`config.mk`:
```
export PLATFORM = sky130hd
export DESIGN_NAME = sha3_miner_csr
export DESIGN_NICKNAME = d
export VERILOG_FILES = /design/src/rtl/sha3_miner_pkg.sv /design/src/rtl/sha3_reset_sync.sv /design/src/rtl/sha3_miner_csr.sv
export SDC_FILE = /design/constraint.sdc
export NUM_CORES = 1
export LEC_CHECK = 0
export BUFFER_PORTS_ARGS = -buffer_cell sky130_fd_sc_hd__buf_2
export CAP_MARGIN = 10
export CORE_AREA = 3 3 283 285
export DETAILED_ROUTE_END_ITERATION = 10
export DIE_AREA = 0 0 286 288
export GPL_TIMING_DRIVEN = 0
export PLACE_DENSITY = 0.72
export SLEW_MARGIN = 0
export SYNTH_ARGS = -nofsm -noshare
export SYNTH_HDL_FRONTEND = slang
export SYNTH_SLANG_ARGS = --single-unit
```
`constraint.sdc`:
```
create_clock -name clk -period 2.05 [get_ports clk]
set_input_delay 0.3075 -clock clk [delete_from_list [all_inputs] [get_ports clk]]
set_output_delay 0.3075 -clock clk [all_outputs]
set_load 0.005 [all_outputs]
```
`src/rtl/sha3_miner_pkg.sv`:
```
// Shared constants for the SHA3 miner CSR bank: word addresses of every
// register, CONTROL field layout and IRQCTL bit positions.
package sha3_miner_pkg;

   // Word addresses on the Avalon-MM slave
   localparam logic [4:0] ADDR_HEADER0    = 5'h00;
   localparam logic [4:0] ADDR_HEADER7    = 5'h07;
   localparam logic [4:0] ADDR_DIFF0      = 5'h08;
   localparam logic [4:0] ADDR_DIFF7      = 5'h0F;
   localparam logic [4:0] ADDR_NONCE_LO   = 5'h10;
   localparam logic [4:0] ADDR_NONCE_HI   = 5'h11;
   localparam logic [4:0] ADDR_CONTROL    = 5'h12;
   localparam logic [4:0] ADDR_STATUS     = 5'h13;
   localparam logic [4:0] ADDR_SOL_LO     = 5'h14;
   localparam logic [4:0] ADDR_SOL_HI     = 5'h15;
   localparam logic [4:0] ADDR_IRQCTL     = 5'h16;
   localparam logic [4:0] ADDR_ELAPSED_LO = 5'h17;
   localparam logic [4:0] ADDR_ELAPSED_HI = 5'h18;
   localparam logic [4:0] ADDR_ID         = 5'h19;

   // Last address of the block that is frozen while the engine runs
   localparam logic [4:0] ADDR_PROTECT_LAST = ADDR_NONCE_HI;

   // CONTROL field layout: [17:10] padf, [9:2] padl, [1] test, [0] run
   localparam int CTRL_WIDTH    = 18;
   localparam int CTRL_RUN_BIT  = 0;
   localparam int CTRL_TEST_BIT = 1;
   localparam int CTRL_PADL_LSB = 2;
   localparam int CTRL_PADF_LSB = 10;

   typedef struct packed {
      logic [7:0] padf;
      logic [7:0] padl;
      logic       test;
      logic       run;
   } control_t;

   // IRQCTL layout: bit0 enable (RW), bit1 write-one-to-clear pending
   localparam int IRQCTL_EN_BIT  = 0;
   localparam int IRQCTL_CLR_BIT = 1;

   // True for addresses holding engine inputs (header, difficulty, nonce)
   function automatic logic is_protected(input logic [4:0] addr);
      return (addr <= ADDR_PROTECT_LAST);
   endfunction

endpackage

```
`src/rtl/sha3_reset_sync.sv`:
```
// Two-flop reset synchroniser: asserts asynchronously with rst_n low and
// releases on the second rising clk edge after rst_n returns high.
module sha3_reset_sync (
   input  logic clk,
   input  logic rst_n,
   output logic sync_rst
);

   logic [1:0] stage;

   // Shift zeros in after release; both flops preset while rst_n is low
   always_ff @(posedge clk or negedge rst_n) begin
      if (!rst_n) begin
         stage <= 2'b11;
      end else begin
         stage <= {stage[0], 1'b0};
      end
   end

   assign sync_rst = stage[1];

endmodule

```
`src/rtl/sha3_miner_csr.sv`:
```
// Control/status register bank for the SHA3-256 mining engine. Holds the
// engine's header, difficulty, start nonce and control words, captures the
// solution on the engine's IRQ edge, counts run cycles, and presents all of
// it on a 32-bit Avalon-MM slave with a single interrupt.
//
// Bus handshake: a read strobe in cycle N yields avs_readdata together with
// a one-cycle avs_readdatavalid pulse in cycle N+1; there is no wait-request,
// so every read and write is accepted in the cycle it is presented. The read
// data reflects register contents before any write issued in the same cycle.
module sha3_miner_csr
   import sha3_miner_pkg::*;
#(
   parameter logic [31:0] ID_VALUE  = 32'h5348_4133,
   parameter bit          AUTO_STOP = 1'b1
) (
   input  logic         clk,
   input  logic         rst_n,
   input  logic [4:0]   avs_address,
   input  logic         avs_write,
   input  logic [31:0]  avs_writedata,
   input  logic         avs_read,
   output logic [31:0]  avs_readdata,
   output logic         avs_readdatavalid,
   output logic         irq_out,
   output logic         miner_rst,
   output logic [255:0] header,
   output logic [255:0] difficulty,
   output logic [63:0]  start_nonce,
   output logic [17:0]  control,
   input  logic [63:0]  solution,
   input  logic [2:0]   status,
   input  logic         miner_irq
);

   // Register state
   logic [255:0] header_r;
   logic [255:0] diff_r;
   logic [63:0]  nonce_r;
   control_t     control_r;
   logic [63:0]  sol_r;
   logic         pending_r;
   logic         irq_en_r;
   logic         irq_out_r;
   logic         miner_irq_d;
   logic [63:0]  elapsed_r;
   logic [31:0]  elapsed_hi_hold;
   logic [31:0]  readdata_r;
   logic         readdatavalid_r;

   // Decoded strobes
   logic         irq_rise;
   logic         data_wr_ok;
   logic         ctrl_wr;
   logic         irqctl_wr;
   logic         irq_clr;
   logic         run_start;
   logic [7:0]   word_base;
   logic [31:0]  read_mux;

   // Engine reset follows the bus reset but releases synchronously
   sha3_reset_sync u_reset_sync (
      .clk      (clk),
      .rst_n    (rst_n),
      .sync_rst (miner_rst)
   );

   // Bit offset of the addressed 32-bit word within a 256-bit block
   assign word_base  = {avs_address[2:0], 5'b0_0000};

   assign irq_rise   = miner_irq & ~miner_irq_d;
   // Engine inputs are frozen while it is running so it never sees a torn value
   assign data_wr_ok = avs_write & is_protected(avs_address) & ~control_r.run;
   assign ctrl_wr    = avs_write & (avs_address == ADDR_CONTROL);
   assign irqctl_wr  = avs_write & (avs_address == ADDR_IRQCTL);
   assign irq_clr    = irqctl_wr & avs_writedata[IRQCTL_CLR_BIT];
   assign run_start  = ctrl_wr & ~control_r.run & avs_writedata[CTRL_RUN_BIT];

   // Read mux: combinational view of every register at the current address
   always_comb begin
      read_mux = 32'h0;
      if (avs_address <= ADDR_HEADER7) begin
         read_mux = header_r[word_base +: 32];
      end else if (avs_address <= ADDR_DIFF7) begin
         read_mux = diff_r[word_base +: 32];
      end else begin
         case (avs_address)
            ADDR_NONCE_LO:   read_mux = nonce_r[31:0];
            ADDR_NONCE_HI:   read_mux = nonce_r[63:32];
            ADDR_CONTROL:    read_mux = {14'h0, control_r};
            ADDR_STATUS:     read_mux = {28'h0, pending_r, status};
            ADDR_SOL_LO:     read_mux = sol_r[31:0];
            ADDR_SOL_HI:     read_mux = sol_r[63:32];
            ADDR_IRQCTL:     read_mux = {31'h0, irq_en_r};
            ADDR_ELAPSED_LO: read_mux = elapsed_r[31:0];
            // High half comes from the snapshot taken by the last low-half read
            ADDR_ELAPSED_HI: read_mux = elapsed_hi_hold;
            ADDR_ID:         read_mux = ID_VALUE;
            default:         read_mux = 32'h0;
         endcase
      end
   end

   // All CSR state: bus writes, solution capture, IRQ, run counter, read port
   always_ff @(posedge clk or negedge rst_n) begin
      if (!rst_n) begin
         header_r        <= '0;
         diff_r          <= '0;
         nonce_r         <= '0;
         control_r       <= '0;
         sol_r           <= '0;
         pending_r       <= 1'b0;
         irq_en_r        <= 1'b0;
         irq_out_r       <= 1'b0;
         miner_irq_d     <= 1'b0;
         elapsed_r       <= '0;
         elapsed_hi_hold <= '0;
         readdata_r      <= '0;
         readdatavalid_r <= 1'b0;
      end else begin
         miner_irq_d <= miner_irq;

         // Engine input words, writable only while stopped
         if (data_wr_ok) begin
            if (avs_address <= ADDR_HEADER7) begin
               header_r[word_base +: 32] <= avs_writedata;
            end else if (avs_address <= ADDR_DIFF7) begin
               diff_r[word_base +: 32] <= avs_writedata;
            end else if (avs_address == ADDR_NONCE_LO) begin
               nonce_r[31:0] <= avs_writedata;
            end else begin
               nonce_r[63:32] <= avs_writedata;
            end
         end

         if (ctrl_wr) begin
            control_r <= avs_writedata[CTRL_WIDTH-1:0];
         end

         if (irqctl_wr) begin
            irq_en_r <= avs_writedata[IRQCTL_EN_BIT];
         end

         if (irq_clr) begin
            pending_r <= 1'b0;
         end

         // Capture is placed after the bus updates so a simultaneous W1C or
         // CONTROL write cannot hide a freshly found solution
         if (irq_rise) begin
            sol_r     <= solution;
            pending_r <= 1'b1;
            if (AUTO_STOP) begin
               control_r.run <= 1'b0;
            end
         end

         irq_out_r <= pending_r & irq_en_r;

         // Run-cycle counter: restarts on a 0->1 run transition, saturates
         if (run_start) begin
            elapsed_r <= '0;
         end else if (control_r.run && !miner_irq && (elapsed_r != '1)) begin
            elapsed_r <= elapsed_r + 64'd1;
         end

         readdatavalid_r <= avs_read;
         if (avs_read) begin
            readdata_r <= read_mux;
            if (avs_address == ADDR_ELAPSED_LO) begin
               elapsed_hi_hold <= elapsed_r[63:32];
            end
         end
      end
   end

   assign header            = header_r;
   assign difficulty        = diff_r;
   assign start_nonce       = nonce_r;
   assign control           = control_r;
   assign irq_out           = irq_out_r;
   assign avs_readdata      = readdata_r;
   assign avs_readdatavalid = readdatavalid_r;

endmodule

```
==> results.ini, run 1 <==
[clock_tree]
htreeDepth=3
cts.reportedPaths.clkPinSlew_ns=0.06
cts_tree=yes
clockRootBuffer=clkbuf_16
clock_insertion_delay_worst_skew_ns=0.66
cts-root-to-sink-buffers=3
numClockSinks=793
numCtsBuffers=87

[logic_synthesis]
synth.top_cells.by_count=dfrtp_1 (791), mux2_2 (683), nand2_1 (163)
synth.most_common_cell=dfrtp_1
synth-async-reset-ratio_pct=100.0
synth-warning-count=0
synthesis.area_per_instance_sq_um=13.62
area_fraction_of_the_dominant_cell_type_after_synthesis_pct=54.25
synth_seq_cells=793
dominant_register_cell_in_the_synthesized_netlist=dfrtp_1
netlist_area_sq_mm=0.03649
synth_cell_types=67
netlist_top_cells_area=dfrtp_1 (54%), mux2_2 (21%), mux4_2 (7.9%)
post_synth_inst_count=2679
synthesis.nets=2794
number_of_enable_flip_flop_cells_after_synthesis=0
synth_top_cell_by_area=dfrtp_1
synth-seq-area-share_pct=54.39

[critical_path]
critPathRequiredTime_ns=2.62
crit_end_element=flip-flop
worst_reg2reg_path_startpoint=elapsed_r[7]$_DFFE_PN0P_
worst_setup_path_start_kind=flip-flop
worst_ep_arrival_time_ns=2.78
critical_path.startpoint=elapsed_r[7]$_DFFE_PN0P_
timing_worst_setup_path_type=reg -> reg
maximum_net_fanout_on_the_critical_path=5

[cells_and_area]
num-fill-cells=5851
final_net_count=3857
multiInputGateArea_sq_mm=0.01774
sequential_cell_area_sq_mm=0.01989
drive_above_1_share_pct=57.89
syn_to_final_growth_pct=39.12

[placed_design]
portBuffers=718
dpl.hpwl_um=117500
place_congestion=0.9915

[global_route]
grt_antenna_before_repair=8
grt_first_pass_wirelength_um=223300
grt.total_usage_pct=38.07
largest_net_degree_at_the_start_of_global_routing=118
grt-ovfl-total=0
first_global_vias=29340

[detailed_routing]
drc_errors=0
route.detailed.vias_per_inst=6.297
vias_after_detailed_routing=30590
drt_first_pass_iters=6
ant_nets=0
dr.first_iter.drc_count=3463
drt-total-wl_um=165900
routedWlPerCell_um=34.15

[timing]
final_critical_period_ns=2.215
whs_ns=0.09779
unrepaired_setup_endpoints_after_global_routing=true
tightestPinTransition_ns=1.111
timing.final.max_slew_violations=0
final_hold_viol_count=0
setup_violations=123
layout_setup_ws_ns=-0.1645
timing.fmax_mhz=451.6
final_min_period_over_clock_period_pct=108.0
clock-skew-final_ns=0.02966
slew_headroom_pct=25.91

[die]
rows=102
floorplan.initialDensity_pct=47.02
die_area_sq_mm=0.08237
fp.dieW_um=286
pin_count=738
placeableCoreArea_sq_mm=0.07759
die_h_um=288

[power]
cellPowerDensity_mw_per_mm2=960.3
totalPowerFinal_uw=48750
cellLeakagePower_uw=0.02435
ir_worst_vdd_v=0.0009671

[status]
violated_checks=setup timing
result_of_the_run=finished, violations left

[flow_run]
number_of_maximum_capacitance_violations=0

[min_path]
hp-class=in -> reg
hold_path.startpoint=avs_writedata[29]

[routing by layer]
| metal | vias to the layer above | global-route usage [%] | share of wire, % |
|---|---|---|---|
| met5 | - | 0 | 0.024 |
| met4 | 6 | 15.83 | 5.4 |
| met3 | 468 | 11.04 | 11 |
| met2 | 1975 | 59.96 | 46 |
| li1 | 12100 | - | - |
| met1 | 16040 | 49.52 | 38 |
[kinds of logic (layout without fill, tap and decap cells)]
kind of cell,count (synthesis),count (layout),share of synthesized area [%]
buffers and inverters,247,1381,2.946
and+or+nand+nor,493,494,6.732
AOI/OAI and AO/OA,282,282,5.573
DFF,793,793,54.39
xor gates and xnor gates,30,30,0.7201
adders and majority gates,6,6,0.2057
muxes,827,827,29.42
other,1,5,0.01028
[through the flow]
stage / TNS (ns) / instances / setup slack (ns) / utilization [%] / instance area (sq um)
floorplan: -139.27 / 2679 / -0.4003 / - / 37500
detailed placement: -803.66 / 4446 / -1.682 / 54.92 / 42620
finish: -4.447 / 4858 / -0.1645 / 65.42 / 50760
global route: -10.89 / 4856 / -0.2348 / 65.41 / 50760
global placement: - / 4437 / -16.64 / 54.64 / 42400
CTS: -1.140 / 4791 / -0.07401 / 62.84 / 48760
[final cells by class]
| class | instances | share of cell area, % |
|---|---|---|
| sequential | 793 | 39.18 |
| multi-input combinational | 1640 | 34.95 |
| timing repair buffer | 984 | 13.18 |
| clock buffer | 122 | 4.826 |
| buffer | 219 | 3.818 |
| tap | 1040 | 2.563 |
| clock inverter | 39 | 1.331 |
| inverter | 17 | 0.1331 |
| antenna | 4 | 0.01972 |
[worst max-delay path: stages, from the launching register on]
cell	delay (ns)
dfrtp_1	0.48
nand2_1	0.17
nor4_4	0.38
nand4_1	0.30
nor4_4	0.47
nand3_1	0.16
a21oi_2	0.17
[power by group]
group          switching [uW]  internal (uW)
registers                2450          18300
clock network            6960          10200
logic                    5100           5670
[sequential cells by signal (all words and copies together), names as in the netlist]
name / count
irq_out: 1
control: 18
start_nonce: 64
miner_irq_d: 1
avs_readdata: 32
sol_r: 64
header: 256
difficulty: 256
pending_r: 1
avs_readdatavalid: 1
irq_en_r: 1
u_reset_sync.stage: 2
elapsed_r: 64
elapsed_hi_hold: 32
[what timing repair did]
| item | CTS | global route |
|---|---|---|
| cloned | 8 | 24 |
| hold buffers | 70 | 0 |
| gates resized for setup | 312 | 316 |
| endpoints found under the setup margin | 725 | 815 |
| endpoints found under the hold margin | 407 | 0 |
| pin swaps | 76 | 89 |
| buffers inserted | 115 | 46 |
[placed cells by master, fill, tap and decap left out, drive strengths merged, types with 17 or more instances in the layout]
cell type / instances
inv: 19
clkbuf: 250
xnor2: 22
nor2: 108
nand3: 65
a22oi: 29
nor3: 17
o21ai: 40
dfrtp: 791
a221oi: 37
dlygate4sd3: 67
nand4: 51
a22o: 29
a31oi: 17
a21oi: 59
mux2: 683
nand2: 163
mux4: 128
buf: 1007
[final timing paths]
kind | to | slack [ns] | depth (start not counted)
setup / recovery | elapsed_r[58]$_DFFE_PN0P_ | -0.16 | 6
setup reg to reg | elapsed_r[58]$_DFFE_PN0P_ | -0.16 | 6
hold reg to reg | u_reset_sync.stage[1]$_DFF_PN1_ | 0.36 | 0
min in group asynchronous | sol_r[9]$_DFFE_PN0P_ | 0.38 | 5
max in group asynchronous | difficulty[155]$_DFFE_PN0P_ | 0.22 | 7
hold / removal | difficulty[93]$_DFFE_PN0P_ | 0.1 | 2
(Power assumes the default switching activity.)
==> run 2: changes to the inputs <==
PLACE_DENSITY = unset   (was 0.72)
PLACE_DENSITY_LB_ADDON = 0.25   (was unset)
==> run 2 against run 1 <==
The run ends with hold timing, setup timing left. Sequential power about the same. Clock skew fell by 0.0059 ns. Sequential cell count is the same. Worst setup slack gained 0.017 ns. Fmax up 0.75%. Combinational power is essentially flat. Utilization shrank 0.48 points. Clock-buffer cell count increased by 6. Final cell count down 0.23%. Wire length down 1.5%. Largest cell class unchanged.
==> results.ini, run 2 (synthesized netlist as in run 1, its figures left out) <==
[status]
result_of_the_run=finished, violations left
violated_checks=hold timing, setup timing

[power]
cellLeakagePower_uw=0.02428
ir_worst_vdd_v=0.0007206
cellPowerDensity_mw_per_mm2=943.8

[critical_path]
worst_r2r_endpoint=elapsed_r[38]$_DFFE_PN0P_
cell_with_the_largest_stage_delay_on_the_worst_path=or4_4
worst-r2r-cell-count=8
cp_slowest_stage_delay_ns=0.47
worst_ep_arrival_time_ns=2.76
timing_worst_setup_path_type=reg -> reg
critPathRequiredTime_ns=2.62
ff2ff_setup_slack_ns=-0.15
critical_path.startpoint=elapsed_r[19]$_DFFE_PN0P_
maximum_net_fanout_on_the_critical_path=5
timing.critical_path.mode_cell=and4_1
timing.critical_path.to=elapsed_r[38]$_DFFE_PN0P_
worst_setup_path_start_kind=flip-flop
crit_end_element=flip-flop
crit_chain=buf_4 > and4_1 > and4_1 > and4_4 > a21o_4 > buf_6 > or4_4 > a21oi_2
worst_reg2reg_path_startpoint=elapsed_r[19]$_DFFE_PN0P_

[timing]
final_hold_viol_count=81
slew_headroom_pct=29.93
whs_ns=-0.3288
finalSetupTns_ns=-5.275
final_min_period_over_clock_period_pct=107.2
unrepaired_setup_endpoints_after_global_routing=true
clock-skew-final_ns=0.02377
final_critical_period_ns=2.198
setup_violations=155
layout_setup_ws_ns=-0.1480
timing.final.max_slew_violations=0
tightestPinTransition_ns=1.051
timing.fmax_mhz=455.0

[placed_design]
dp_slack_ns=-1.699
placed_cell_area_sq_mm=0.04262
place_congestion=1.001
dpl.hpwl_um=116900
portBuffers=718
post-place-cells=4446

[clock_tree]
clock_insertion_delay_worst_skew_ns=0.66
numClockSinks=793
numCtsBuffers=88
post_cts_hold_buffer_count=66
cts_tree=yes
clockRootBuffer=clkbuf_16
htreeDepth=3
cts-root-to-sink-buffers=3
cts.reportedPaths.clkPinSlew_ns=0.06

[global_route]
grt-ovfl-total=0
grt_util_met2_pct=59.36
grt_first_pass_wirelength_um=220800
largest_net_degree_at_the_start_of_global_routing=119
grt_use_met3_pct=9.976
first_global_vias=29450
grt_antenna_before_repair=6
gr-max-usage-layer=met2
use_met1_pct=49.44
grt.total_usage_pct=37.53

[cells_and_area]
syn_to_final_growth_pct=38.11
layout.cells.non_filler=4847
num-fill-cells=5877
multiInputGateArea_sq_mm=0.01773
layout.cells.most_common_list=dfrtp_1 (762), buf_2 (732), mux2_2 (373)
design_area_sq_mm=0.05039
final_util_pct=64.94
final_net_count=3847
leading_cell_type_in_the_layout_fill_and_taps_excluded=dfrtp_1
drive_above_1_share_pct=57.41
sequential_cell_area_sq_mm=0.01988

[min_path]
hp-class=in -> async

[die]
die_h_um=288
fp.dieW_um=286
rows=102
die_area_sq_mm=0.08237
floorplan.initialDensity_pct=47.02
placeableCoreArea_sq_mm=0.07759
pin_count=738

[detailed_routing]
routedWlPerCell_um=33.73
ant_nets=0
drc_errors=0
drt-total-wl_um=163500
dr.first_iter.drc_count=3558
vias_after_detailed_routing=30370
route.detailed.vias_per_inst=6.265
drt_first_pass_iters=6

[flow_run]
number_of_maximum_capacitance_violations=0

[run 2: cell types whose count changed in the layout (fill, tap and decap cells not counted), moves of 7 or more]
| cell | change |
|---|---|
| clkbuf_8 | +7 |
| bufinv_16 | -11 |
| mux2_2 | -9 |
| nand3_2 | -7 |
| nand3_1 | +7 |
| mux2_4 | +9 |
[run 2: timing repair]
item | 4_1_cts | 5_1_grt
endpoints found under the hold margin | 147 | 81
gates cloned | 3 | 25
endpoints found under the setup margin | 720 | 575
setup buffers | 104 | 52
gates resized for setup | 259 | 367
pin swaps | 67 | 73
[run 2: how the worst min path moves through the flow]
| stage | cells after the start | startpoint | endpoint | slack (ns) |
|---|---|---|---|---|
| 4_1_cts | 1 | rst_n | sol_r[11]$_DFFE_PN0P_ | -0.32 |
| 3_5_place_dp | 0 | u_reset_sync.stage[0]$_DFF_PN1_ | u_reset_sync.stage[1]$_DFF_PN1_ | 0.35 |
| 6_report | 1 | rst_n | sol_r[11]$_DFFE_PN0P_ | -0.33 |
| 2_1_floorplan | 0 | rst_n | avs_readdata[0]$_DFFE_PN0P_ | 0.01 |
| 3_3_place_gp | 0 | u_reset_sync.stage[0]$_DFF_PN1_ | u_reset_sync.stage[1]$_DFF_PN1_ | 0.35 |
| 5_1_grt | 1 | rst_n | sol_r[11]$_DFFE_PN0P_ | -0.30 |
[run 2: layout make-up]
class	instances	share of cell area (%)
flip-flops and latches	793	39.46
multi-input cells	1639	35.19
repair buffers	973	12.91
clock buffers	128	5.167
plain buffers	220	3.873
well taps	1040	2.582
clock inverters	27	0.6356
inverters	17	0.1341
diodes	10	0.04966
[run 2: through the flow]
| step | hold slack, ns | power [uW] |
|---|---|---|
| detailed placement | 0.3528 | 30650 |
| global placement | 0.3456 | 30360 |
| finish | -0.3288 | 47560 |
| CTS | -0.3169 | 46900 |
| floorplan | 0.01191 | 24870 |
| global route | -0.2967 | 49040 |
[run 2: routing by layer]
| layer | up-vias | wire length, um |
|---|---|---|
| met4 | 0 | 8577 |
| met1 | 15930 | 62160 |
| met5 | - | 0 |
| met3 | 454 | 16250 |
| li1 | 12080 | - |
| met2 | 1904 | 76490 |
[run 2: worst max-delay path: cells and delay by family, from the launching register on]
| family | cells | cell delay [ns] |
|---|---|---|
| DFF | 1 | 0.41 |
| and+or+nand+nor | 4 | 1.03 |
| AOI/OAI and AO/OA | 2 | 0.39 |
| buffers and inverters | 2 | 0.27 |
[run 2: where the power goes]
part,internal (uW),total [uW],switching [uW],leakage (uW)
sequential,18300,20700,2410,0.0103
clock,9250,16100,6870,0.00145
combinational,5680,10700,5020,0.0126
total,33300,47600,14300,0.0243
